### config.mk
export PLATFORM = sky130hd
export DESIGN_NAME = instr_decode_stage
export DESIGN_NICKNAME = d
export VERILOG_FILES = /design/src/rtl/rv_decode_pkg.sv /design/src/rtl/decode_fifo.sv /design/src/rtl/instr_decode_stage.sv
export SDC_FILE = /design/constraint.sdc
export NUM_CORES = 1
export LEC_CHECK = 0
export CAP_MARGIN = 15
export CORE_ASPECT_RATIO = 1.25
export CORE_UTILIZATION = 45
export DETAILED_ROUTE_END_ITERATION = 6
export GPL_TIMING_DRIVEN = 0
export PLACE_DENSITY = 0.69
export SYNTH_ARGS = -nofsm -noshare
export SYNTH_HDL_FRONTEND = slang
export SYNTH_HIERARCHICAL = 1
export SYNTH_SLANG_ARGS = --single-unit
### constraint.sdc
create_clock -name clk -period 22.5 [get_ports clk]
set_input_delay 5.625 -clock clk [delete_from_list [all_inputs] [get_ports clk]]
set_output_delay 5.625 -clock clk [all_outputs]
set_load 0.02 [all_outputs]
### src/rtl/rv_decode_pkg.sv
// Shared opcodes, format encodings and decoded-entry layout for the decode stage.
// ILLEGAL_CHECK_EN adds a per-entry illegal flag to the stored entry.
package rv_decode_pkg;

  localparam logic [6:0] OP_REG    = 7'b0110011;
  localparam logic [6:0] OP_IMM    = 7'b0010011;
  localparam logic [6:0] OP_LOAD   = 7'b0000011;
  localparam logic [6:0] OP_JALR   = 7'b1100111;
  localparam logic [6:0] OP_SYSTEM = 7'b1110011;
  localparam logic [6:0] OP_STORE  = 7'b0100011;
  localparam logic [6:0] OP_BRANCH = 7'b1100011;
  localparam logic [6:0] OP_LUI    = 7'b0110111;
  localparam logic [6:0] OP_AUIPC  = 7'b0010111;
  localparam logic [6:0] OP_JAL    = 7'b1101111;
  localparam logic [6:0] OP_REG32  = 7'b0111011;
  localparam logic [6:0] OP_IMM32  = 7'b0011011;

  typedef enum logic [2:0] {
    FMT_R   = 3'd0,
    FMT_I   = 3'd1,
    FMT_S   = 3'd2,
    FMT_B   = 3'd3,
    FMT_U   = 3'd4,
    FMT_J   = 3'd5,
    FMT_UNK = 3'd7
  } fmt_e;

  // Field part of a queued entry; pc and imm are appended by the top since their widths are parameters.
  typedef struct packed {
    logic [6:0] opcode;
    logic [4:0] rd;
    logic [2:0] funct3;
    logic [4:0] rs1;
    logic [4:0] rs2;
    logic [6:0] funct7;
    fmt_e       fmt;
`ifdef ILLEGAL_CHECK_EN
    logic       illegal;
`endif
  } decoded_t;

  function automatic fmt_e classify(input logic [6:0] opcode, input logic rv64);
    fmt_e f;
    case (opcode)
      OP_REG:                                  f = FMT_R;
      OP_IMM, OP_LOAD, OP_JALR, OP_SYSTEM:     f = FMT_I;
      OP_STORE:                                f = FMT_S;
      OP_BRANCH:                               f = FMT_B;
      OP_LUI, OP_AUIPC:                        f = FMT_U;
      OP_JAL:                                  f = FMT_J;
      OP_REG32:                                f = rv64 ? FMT_R : FMT_UNK;
      OP_IMM32:                                f = rv64 ? FMT_I : FMT_UNK;
      default:                                 f = FMT_UNK;
    endcase
    return f;
  endfunction

endpackage

### src/rtl/decode_fifo.sv
// Generic DEPTH x WIDTH valid/ready queue with synchronous flush.
// A full queue still accepts a push in a cycle where the head is popped.
module decode_fifo #(
  parameter int WIDTH = 8,
  parameter int DEPTH = 2
) (
  input  logic                     clk,
  input  logic                     reset,
  input  logic                     flush,
  input  logic                     in_valid,
  output logic                     in_ready,
  input  logic [WIDTH-1:0]         in_data,
  output logic                     out_valid,
  input  logic                     out_ready,
  output logic [WIDTH-1:0]         out_data,
  output logic [$clog2(DEPTH):0]   count
);

  localparam int AW = $clog2(DEPTH);
  localparam int CW = AW + 1;

  logic [WIDTH-1:0] mem [DEPTH];
  logic [AW-1:0]    wr_ptr;
  logic [AW-1:0]    rd_ptr;
  logic             push;
  logic             pop;

  assign out_valid = (count != '0);
  assign pop       = out_valid & out_ready;
  assign in_ready  = (count < CW'(DEPTH)) | pop;
  assign push      = in_valid & in_ready;
  assign out_data  = mem[rd_ptr];

  // DEPTH is a power of two, so the pointers wrap by plain overflow.
  always_ff @(posedge clk or posedge reset) begin
    if (reset) begin
      for (int i = 0; i < DEPTH; i++) mem[i] <= '0;
      wr_ptr <= '0;
      rd_ptr <= '0;
      count  <= '0;
    end else if (flush) begin
      wr_ptr <= '0;
      rd_ptr <= '0;
      count  <= '0;
    end else begin
      if (push) begin
        mem[wr_ptr] <= in_data;
        wr_ptr      <= wr_ptr + AW'(1);
      end
      if (pop) rd_ptr <= rd_ptr + AW'(1);
      if (push && !pop)      count <= count + CW'(1);
      else if (pop && !push) count <= count - CW'(1);
    end
  end

endmodule

### src/rtl/instr_decode_stage.sv
// Registered RV32I/RV64I decode stage: field split, format, immediate, queued with valid/ready.
// ILLEGAL_CHECK_EN enables the stored out_illegal flag; otherwise it is tied low.
module instr_decode_stage
  import rv_decode_pkg::*;
#(
  parameter int XLEN  = 32,
  parameter int DEPTH = 2,
  parameter int PC_W  = 32
) (
  input  logic                   clk,
  input  logic                   reset,
  input  logic                   flush,
  input  logic                   in_valid,
  output logic                   in_ready,
  input  logic [31:0]            in_instr,
  input  logic [PC_W-1:0]        in_pc,
  output logic                   out_valid,
  input  logic                   out_ready,
  output logic [PC_W-1:0]        out_pc,
  output logic [6:0]             out_opcode,
  output logic [4:0]             out_rd,
  output logic [2:0]             out_funct3,
  output logic [4:0]             out_rs1,
  output logic [4:0]             out_rs2,
  output logic [6:0]             out_funct7,
  output logic [2:0]             out_fmt,
  output logic [XLEN-1:0]        out_imm,
  output logic                   out_illegal,
  output logic [$clog2(DEPTH):0] count
);

  localparam int DW = PC_W + XLEN + $bits(decoded_t);

  decoded_t          dec;
  decoded_t          head;
  logic [31:0]       imm32;
  logic [XLEN-1:0]   imm;
  logic [DW-1:0]     fifo_out;

  always_comb begin
    dec        = '0;
    dec.opcode = in_instr[6:0];
    dec.rd     = in_instr[11:7];
    dec.funct3 = in_instr[14:12];
    dec.rs1    = in_instr[19:15];
    dec.rs2    = in_instr[24:20];
    dec.funct7 = in_instr[31:25];
    dec.fmt    = classify(in_instr[6:0], XLEN == 64);
`ifdef ILLEGAL_CHECK_EN
    dec.illegal = (in_instr[1:0] != 2'b11) || (dec.fmt == FMT_UNK);
`endif
  end

  // Immediates are assembled at 32 bits, then sign-extended from bit 31 to XLEN.
  always_comb begin
    imm32 = '0;
    case (dec.fmt)
      FMT_I:   imm32 = {{20{in_instr[31]}}, in_instr[31:20]};
      FMT_S:   imm32 = {{20{in_instr[31]}}, in_instr[31:25], in_instr[11:7]};
      FMT_B:   imm32 = {{19{in_instr[31]}}, in_instr[31], in_instr[7],
                        in_instr[30:25], in_instr[11:8], 1'b0};
      FMT_U:   imm32 = {in_instr[31:12], 12'b0};
      FMT_J:   imm32 = {{11{in_instr[31]}}, in_instr[31], in_instr[19:12],
                        in_instr[20], in_instr[30:21], 1'b0};
      default: imm32 = '0;
    endcase
    imm = XLEN'($signed(imm32));
  end

  decode_fifo #(.WIDTH(DW), .DEPTH(DEPTH)) u_fifo (
    .clk       (clk),
    .reset     (reset),
    .flush     (flush),
    .in_valid  (in_valid),
    .in_ready  (in_ready),
    .in_data   ({in_pc, imm, dec}),
    .out_valid (out_valid),
    .out_ready (out_ready),
    .out_data  (fifo_out),
    .count     (count)
  );

  assign {out_pc, out_imm, head} = fifo_out;
  assign out_opcode = head.opcode;
  assign out_rd     = head.rd;
  assign out_funct3 = head.funct3;
  assign out_rs1    = head.rs1;
  assign out_rs2    = head.rs2;
  assign out_funct7 = head.funct7;
  assign out_fmt    = head.fmt;
`ifdef ILLEGAL_CHECK_EN
  assign out_illegal = head.illegal;
`else
  assign out_illegal = 1'b0;
`endif

endmodule
== Word-level counts from Yosys, hierarchy flattened ==
Cells that the tools add are included.

* Flip-flop bits (word level): 202
* Output and inout port bits: 104
* Logic and storage cells: 61

* Add/sub/neg operators: 4
* Order comparisons: 4
* Equal/unequal tests: 15
* Muxes and demuxes: 15
* Bitwise logic cells: 6
* Reductions and logical operators: 12

{| class="wikitable"
|+ Operators by type and width
! operator !! count
|-
| $mux 99 || 4
|-
| $bwmux 198 || 1
|-
| $pmux 32 s5 || 1
|-
| $demux 99 s1 || 1
|-
| $eq 7x7->1 const B || 4
|-
| $eq 7x6->1 const B || 3
|-
| $pmux 3 s6 || 1
|-
| $eq 7x5->1 const B || 2
|-
| $eq 7x2->1 const B || 1
|-
| $eq 3x2->1 const B || 2
|-
| $eq 3x3->1 const B || 2
|-
| $mux 2 || 3
|-
| $reduce_bool 2->1 || 3
|-
| $ge 2x2->1 const B || 2
|-
| $mux 1 || 4
|-
| $not 1->2 || 2
|-
| $reduce_or 4->1 || 1
|-
| $eq 3x1->1 const B || 1
|-
| $logic_and 1x1->1 || 3
|-
| $reduce_bool 3->1 || 1
|-
| $add 1x1->1 const B || 2
|-
| $add 2x1->2 const B || 1
|-
| $and 1x1->1 || 2
|-
| $logic_not 1->1 || 2
|-
| other kinds (7) || 7
|}

== Longest topological paths before layout ==
Gate-level depths: netlist of the first run.

* Depth after elaboration: 9
* Gate-level depth with buffers: 7

== By module ==
The synthesis of the first run kept the hierarchy.

{| class="wikitable"
|+ Modules (own cells, without submodules)
! module !! times used !! cells each !! area each (µm²) !! seq. area each (µm²)
|-
| decode_fifo || 1 || 553 || 8695.8 || 5054.8
|-
| instr_decode_stage || 1 || 95 || 711.9 || 0.0
|}

== Least setup slack after synthesis of the first run ==
No wires, ideal clock.

* Path type: input port to output port
* Start point: input port out_ready
* End point: output port in_ready
* Arrival: 5948 ps
* Required time: 16875 ps
* Setup slack: 10927 ps
* Cell stages on the path: 2
* Buffers on the path: 0
* Cell sequence: nor2b_2 inv_1

* Word-level cells in the longest chain between the ends: 2

{| class="wikitable"
|+ RTL lines
! what !! line !! source
|-
| from (decl) || instr_decode_stage.sv:18 || <nowiki>input logic out_ready,</nowiki>
|-
| $and 1x1->1 || decode_fifo.sv:29 || <nowiki>assign pop = out_valid & out_ready;</nowiki>
|-
| $or 1x1->1 || decode_fifo.sv:30 || <nowiki>assign in_ready = (count < CW'(DEPTH)) | pop;</nowiki>
|-
| to (decl) || instr_decode_stage.sv:14 || <nowiki>output logic in_ready,</nowiki>
|}

No other way between the ends.

== Worst setup path after layout of the first run ==
Ends and elaborated chain as after synthesis.

==> metrics.md, run 1 <==
| Metric | Value |
|---|---|
| Port Buffers | `about 170` |
| Register area share after synthesis | `53.7%` |
| Number of flops mapped to enable cells by yosys | `0` |
| Power Total | `~0.0011 W` |
| Yosys top cell area share | `between 50% and 60%` |
| Number of global-route vias before repair | `6759` |
| Final nets | `~900` |
| Synthesized cell area | `between 0.009 and 0.01 mm2` |
| Wirelength per Cell | `approximately 20 um` |
| Iteration-0 DRC Markers | `roughly 160` |
| I/O pin count | `173` |
| Mean area per synthesized cell | `~15 um2` |
| DRC errors left | `0` |
| Clock buffer depth | `3` |
| Area of the multi-input gates | `around 0.004 mm2` |
| Max Cap Viol | `0` |
| Critical path capture point type | `output port` |
| Synth area leader | `dfrtp_1` |
| Crit Path Max Fanout | `6` |
| Leak | `5.33 nW` |
| First-pass GRT wire length | `around 36 mm` |
| Cts bufs inserted | `22` |
| Setup Skew | `7.23 ps` |
| DP HPWL | `approximately 16 mm` |
| Initial antenna violation count | `0` |
| Clock Latency Late Sink | `490 ps` |
| Crit-path cells | `clkdlybuf4s50_1 > nor2b_2 > inv_1 > clkdlybuf4s50_1` |
| Fill count | `between 1500 and 2000` |
| Total congestion overflow | `0` |
| Critical Path RT | `between 15000 and 20000 ps` |
| RSZ-0062 raised after global routing | `false` |
| GRT Util Overall | `between 20% and 30%` |
| Clock sink total | `~200` |
| Critical path class | `input port to output port` |
| CTS hold repair buffers | `0` |
| Ys flop type | `dfrtp_1` |
| Post-Synthesis Cells | `about 650` |
| Sequential cell area | `between 0.005 and 0.006 mm2` |
| Setup Total Neg Slack | `0 ps` |
| Mapped Nets | `just over 700` |
| Std cell rows | `slightly below 60` |
| Cts repair resizes | `0` |
| Via count | `roughly 6000` |
| Yosys warnings | `6` |
| Fmax | `0.0791 GHz` |
| Max incr delay on CP | `approximately 560 ps` |
| Max IR drop VDD | `0.0000571 V` |
| Setup Fix Bufs, Post-CTS | `0` |
| Design area | `between 0.01 and 0.015 mm2` |
| Routed WL | `roughly 22 mm` |
| Worst slew pin tran | `around 680 ps` |
| Diodes inserted | `0` |
| Gp weighted congestion | `about 0.81` |
| Largest cells by area after synthesis | `dfrtp_1 54%, mux2_2 34%, o2bb2ai_1 1.4%, mux2_1 1.2%, buf_2 1.1%` |
| Largest net degree at the start of global routing | `121` |
| Die area | `around 0.021 mm2` |
| Flops & latches, synth | `between 200 and 250` |
| Startpoint Class | `input port` |
| Slew headroom | `a little over half` |
| Layout cells sized above 1 | `between 40% and 50%` |
| Die span in x | `around 130 um` |
| Via-to-Cell Ratio | `5.32` |
| Crit path max-delay family | `buffers and inverters` |
| Area after DPL | `0.0115 mm2` |
| Power Density | `89.4 mW/mm2` |
| Area growth syn-to-layout | `30.4%` |
| Antenna Nets Post-Route | `0` |
| Final worst-path cycle share | `between 50% and 60%` |
| CTS tree | `built` |
| CTS clk-pin slew, worst paths | `approximately 60 ps` |
| CTS root buffer | `clkbuf_16` |
| Fin. Hold Viols | `0` |
| Crit path buffers/inverters | `3` |
| Tightest Hold Check Type | `flop to flop` |
| Slew Viols, Final | `0` |
| Most frequent CP cell | `clkdlybuf4s50_1` |
| Status | `completed` |
| Post-synth ARST share | `between 90% and 100%` |
| Slowest CP cell | `clkdlybuf4s50_1` |
| Hold_ws | `484 ps` |
| Synth cell types | `52` |
| Die Height | `between 150 and 200 um` |
| DRT Pass-1 Iters | `4` |
| Fin crit period | `around 13000 ps` |
| Critical path data arrival time | `roughly 7000 ps` |
| H-Tree Depth | `1` |
| Setup-violating endpoint count in the final report | `0` |
| Starting Density | `a little under half` |
| Placeable Area | `~0.020 mm2` |
worst register-to-register path, stage by stage, from the launching register on:
cell and delay (ps):
dfrtp_1 440, nor2b_2 210, nor4_4 520, buf_2 380, buf_4 260, mux2_1 340
cell families (layout without fill, tap and decap cells):
logic type,count (synthesis),count (layout),share of synthesized area (%)
buffers and inverters,49,261,2.77
other,1,1,0.0399
AND/OR/NAND/NOR,49,49,3.50
AO/OA/AOI/OAI,46,46,4.02
multiplexers,299,299,35.8
XOR/XNOR,2,2,0.186
flip-flops,202,202,53.7
power by group:
group / internal (W) / switching [W]
clock: 0.000237 / 0.000141
sequential: 0.000426 / 0.0000303
combinational: 0.000147 / 0.000117
total: 0.000810 / 0.000288
state kept, by name (all words and copies together) (netlist names):
signal	count
u_fifo/wr_ptr	1
u_fifo/rd_ptr	1
u_fifo/count	2
u_fifo/mem	198
metrics by stage:
step                std cells  setup slack, ps  utilization (%)
floorplan                 648            10930                -
global placement         1089             9140             56.4
detailed placement       1090             9860             56.6
CTS                      1130             9860             60.4
global route             1130             9790             60.4
finish                   1130             9860             60.4
per-layer routing:
layer	part of all wire, %	routed length (um)	track usage, %	up-vias
li1	-	-	-	2751
met1	42	9260	25.8	3087
met2	51	11200	37.7	154
met3	6.0	1330	4.66	22
met4	1.2	275	4.86	0
met5	0	0	0	-
cell usage after synthesis, types with 3 or more instances:
cell       number
o21ai_0         7
nor3_1          3
nor3b_1         6
nand2_1         9
a21o_1          8
buf_4           9
nor2_1          5
mux2_1         10
o2bb2ai_1      15
dfrtp_1       202
buf_2          20
a21oi_1         4
clkbuf_1       12
inv_1           5
mux2_2        287
and2_1          3
final cells by class:
class                   instances  share of cell area [%]
clock buffers                  30                    5.31
inverters                       6                   0.245
repair buffers                172                    14.2
plain buffers                  43                    1.94
multi-input cells             397                    33.4
flip-flops and latches        202                    41.2
clock inverters                10                    1.02
well taps                     270                    2.75
final timing paths:
kind,from,endpoint,slack [ps],cells past startpoint
worst max register to register,u_fifo/count[1]$_DFFE_PP0P_,u_fifo/mem[103]$_DFFE_PP0P_,20230,5
worst min register to register,u_fifo/mem[101]$_DFFE_PP0P_,u_fifo/mem[101]$_DFFE_PP0P_,480,1
min in group asynchronous,reset,u_fifo/mem[92]$_DFFE_PP0P_,5620,2
max in group asynchronous,reset,u_fifo/mem[150]$_DFFE_PP0P_,15870,3
worst max-delay path,out_ready,in_ready,9860,4
worst min-delay path,u_fifo/mem[101]$_DFFE_PP0P_,u_fifo/mem[101]$_DFFE_PP0P_,480,1
layout by cell type (no fill, tap or decap), types with 2 or more instances in the layout:
master           Yosys  layout
mux2_2             287     287
dfrtp_1            202     202
clkdlybuf4s50_1      0     171
clkbuf_16            0      23
buf_2               20      20
o2bb2ai_1           15      15
clkbuf_1            12      14
mux2_1              10      10
buf_4                9       9
nand2_1              9       9
a21o_1               8       8
o21ai_0              7       7
clkinv_2             0       7
nor3b_1              6       6
clkbuf_8             1       6
nor2_1               5       5
inv_1                5       4
a21oi_1              4       4
nor3_1               3       3
and2_1               3       3
bufinv_16            0       3
mux2i_1              2       2
and4b_1              2       2
and3b_1              2       2
nand2b_1             2       2
nand3_1              2       2
nand4b_1             2       2
xor2_1               2       2
(Power assumes the default switching activity.)
==> run 2: changes to the inputs <==
--- a/config.mk
+++ b/config.mk
@@ -10,7 +10,7 @@
 export CORE_UTILIZATION = 45
 export DETAILED_ROUTE_END_ITERATION = 6
 export GPL_TIMING_DRIVEN = 0
-export PLACE_DENSITY = 0.69
+export PLACE_DENSITY = 0.72
 export SYNTH_ARGS = -nofsm -noshare
 export SYNTH_HDL_FRONTEND = slang
 export SYNTH_HIERARCHICAL = 1
==> constraint.sdc (replaced) <==
create_clock -name clk -period 10.9 [get_ports clk]
set_input_delay 2.725 -clock clk [delete_from_list [all_inputs] [get_ports clk]]
set_output_delay 2.725 -clock clk [all_outputs]
set_load 0.02 [all_outputs]
==> run 2 against run 1 <==
Sequential cell count did not move. Via count fell by 0.38%. Critical endpoint unchanged. Largest cell class unchanged. Non-clock buffer count did not move. First-iteration DRC count rose by 42%. Clock power rose by 99%. Sequential share of layout area rose by 0.17 points. Hold slack got worse by 4.1 ps. Clock skew rose by 11 ps.
==> metrics.md, run 2 (synthesized netlist as in run 1, its figures left out) <==
| Metric | Value |
|---|---|
| Status | `completed` |
| Placed insts | `about 1100` |
| R2R Path End | `u_fifo/mem[108]$_DFFE_PP0P_` |
| Port Buffers | `171` |
| Max Cap Viol | `0` |
| Setup Skew | `between 15 and 20 ps` |
| Sequential cell area | `0.00505 mm2` |
| Reg2reg start | `u_fifo/count[1]$_DFFE_PP0P_` |
| Critical path data arrival time | `4110 ps` |
| H-Tree Depth | `1` |
| Worst setup path start | `out_ready` |
| Gr busiest metal | `met2` |
| RSZ-0062 raised after global routing | `false` |
| I/O pin count | `about 170` |
| Crit Path Max Fanout | `6` |
| Die area | `roughly 0.021 mm2` |
| Slew headroom | `between 40% and 50%` |
| Power Density | `183 mW/mm2` |
| Area growth syn-to-layout | `29.9%` |
| Slowest CP cell | `clkdlybuf4s50_1` |
| Diodes inserted | `0` |
| Worst slew pin tran | `just under 800 ps` |
| Setup Total Neg Slack | `0 ps` |
| Commonest non-fill, non-tap cells in the layout | `287 x mux2_2, 202 x dfrtp_1, 171 x clkdlybuf4s50_1, 21 x clkbuf_16, 20 x buf_2` |
| Leak | `approximately 5.3 nW` |
| Core Util, Final | `between 60% and 70%` |
| Initial antenna violation count | `0` |
| CP Depth | `4` |
| Clock Latency Late Sink | `500 ps` |
| R2R depth | `5` |
| Fin crit period | `roughly 6800 ps` |
| Count of non-filler cells in the finished layout | `approximately 1100` |
| Commonest non-fill, non-tap cell in the layout | `mux2_2` |
| Hold_ws | `approximately 480 ps` |
| Max reg flops | `between 150 and 200` |
| Fill count | `between 1500 and 2000` |
| Critical Path RT | `approximately 8000 ps` |
| Cts repair resizes | `0` |
| Critical path class | `input port to output port` |
| CTS root buffer | `clkbuf_16` |
| Hold Path Cell Cnt | `1` |
| First-pass GRT wire length | `about 36 mm` |
| Final nets | `912` |
| Top reg by flops | `u_fifo/mem` |
| Total congestion overflow | `0` |
| Setup Fix Bufs, Post-CTS | `0` |
| Layout cells sized above 1 | `a little over two fifths` |
| DRT Pass-1 Iters | `4` |
| Die Height | `between 150 and 200 um` |
| Fin. Hold Viols | `0` |
| Setup-violating endpoint count in the final report | `0` |
| Die span in x | `about 130 um` |
| CTS hold repair buffers | `0` |
| Pre-CTS WS | `4070 ps` |
| Area of the multi-input gates | `0.00409 mm2` |
| Fmax | `0.146 GHz` |
| Placeable Area | `~0.020 mm2` |
| Clock sink total | `~200` |
| Std cell rows | `58` |
| Iteration-0 DRC Markers | `between 200 and 250` |
| Max incr delay on CP | `between 500 and 600 ps` |
| M1 GR Usage | `approximately 25%` |
| Biggest registers after layout | `u_fifo/mem x198, u_fifo/count x2` |
| Gp weighted congestion | `approximately 0.83` |
| Clock buffer depth | `3` |
| DRC errors left | `0` |
| Startpoint Class | `input port` |
| Final worst-path cycle share | `between 60% and 70%` |
| Slew Viols, Final | `0` |
| Via-to-Cell Ratio | `about 5.3` |
| Wirelength per Cell | `19.5 um` |
| Most frequent CP cell | `clkdlybuf4s50_1` |
| DP HPWL | `between 15 and 20 mm` |
| Met2 usage | `38.1%` |
| R2R setup slack | `roughly 8500 ps` |
| Number of global-route vias before repair | `about 6800` |
| Tightest Hold Check Type | `flop to flop` |
| CTS tree | `built` |
| Cts bufs inserted | `21` |
| Max IR drop VDD | `between 0.0001 and 0.00015 V` |
| Min-delay src | `u_fifo/mem[102]$_DFFE_PP0P_` |
| Worst Hold End | `u_fifo/mem[102]$_DFFE_PP0P_` |
| Final WS setup | `between 4000 and 5000 ps` |
| Crit path max-delay family | `buffers and inverters` |
| Crit path buffers/inverters | `3` |
| GRT Util Overall | `between 20% and 30%` |
| Routed WL | `22.0 mm` |
| Starting Density | `a little under half` |
| Met3 Track Usage GR | `~4.7%` |
| Antenna Nets Post-Route | `0` |
| Largest net degree at the start of global routing | `approximately 130` |
| Via count | `~6000` |
| Crit-path cells | `clkdlybuf4s50_1 > nor2b_2 > inv_1 > clkdlybuf4s50_1` |
| Critical path capture point type | `output port` |
| CTS clk-pin slew, worst paths | `60 ps` |
## run 2: metal layers
layer | wire length (um) | vias to the layer above | share of wire, %
met5 | 0 | - | 0
li1 | - | 2757 | -
met2 | 11200 | 159 | 51
met3 | 1300 | 35 | 5.9
met1 | 8970 | 3040 | 41
met4 | 488 | 0 | 2.2
## run 2: cell type report
cell class,instances,area share (%)
inverter,6,0.246
tap,270,2.76
buffer,43,1.95
clock inverter,10,1.26
clock buffer,28,4.68
multi-input combinational,397,33.5
sequential,202,41.4
timing repair buffer,172,14.2
## run 2: worst register-to-register path, delay by kind of cell, from the launching register on
kind	cells	cell delay (ps)
mux	1	350
flops	1	440
simple gates	2	800
buf+inv	2	650
## run 2: power by group
part	total (W)	leakage, nW	internal (W)	switching [W]
registers	0.000941	2.52	0.000879	0.0000616
logic	0.000545	2.42	0.000303	0.000242
clock network	0.000749	0.360	0.000464	0.000285
total	0.00224	5.30	0.00165	0.000589
## run 2: per-stage QoR
stage / power (W) / area [um2]
6_report: 0.00224 / 12200
3_3_place_gp: 0.00148 / 11500
2_1_floorplan: 0.00127 / 9410
4_1_cts: 0.00226 / 12200
5_1_grt: 0.00234 / 12200
3_5_place_dp: 0.00150 / 11500
## run 2: how the worst max path moves through the flow
stage,end,slack (ps)
floorplan,u_fifo/count[0]$_DFFE_PP0P_,2660
global placement,u_fifo/mem[52]$_DFFE_PP0P_,490
global route,in_ready,4000
finish,in_ready,4060
detailed placement,in_ready,4070
CTS,in_ready,4060
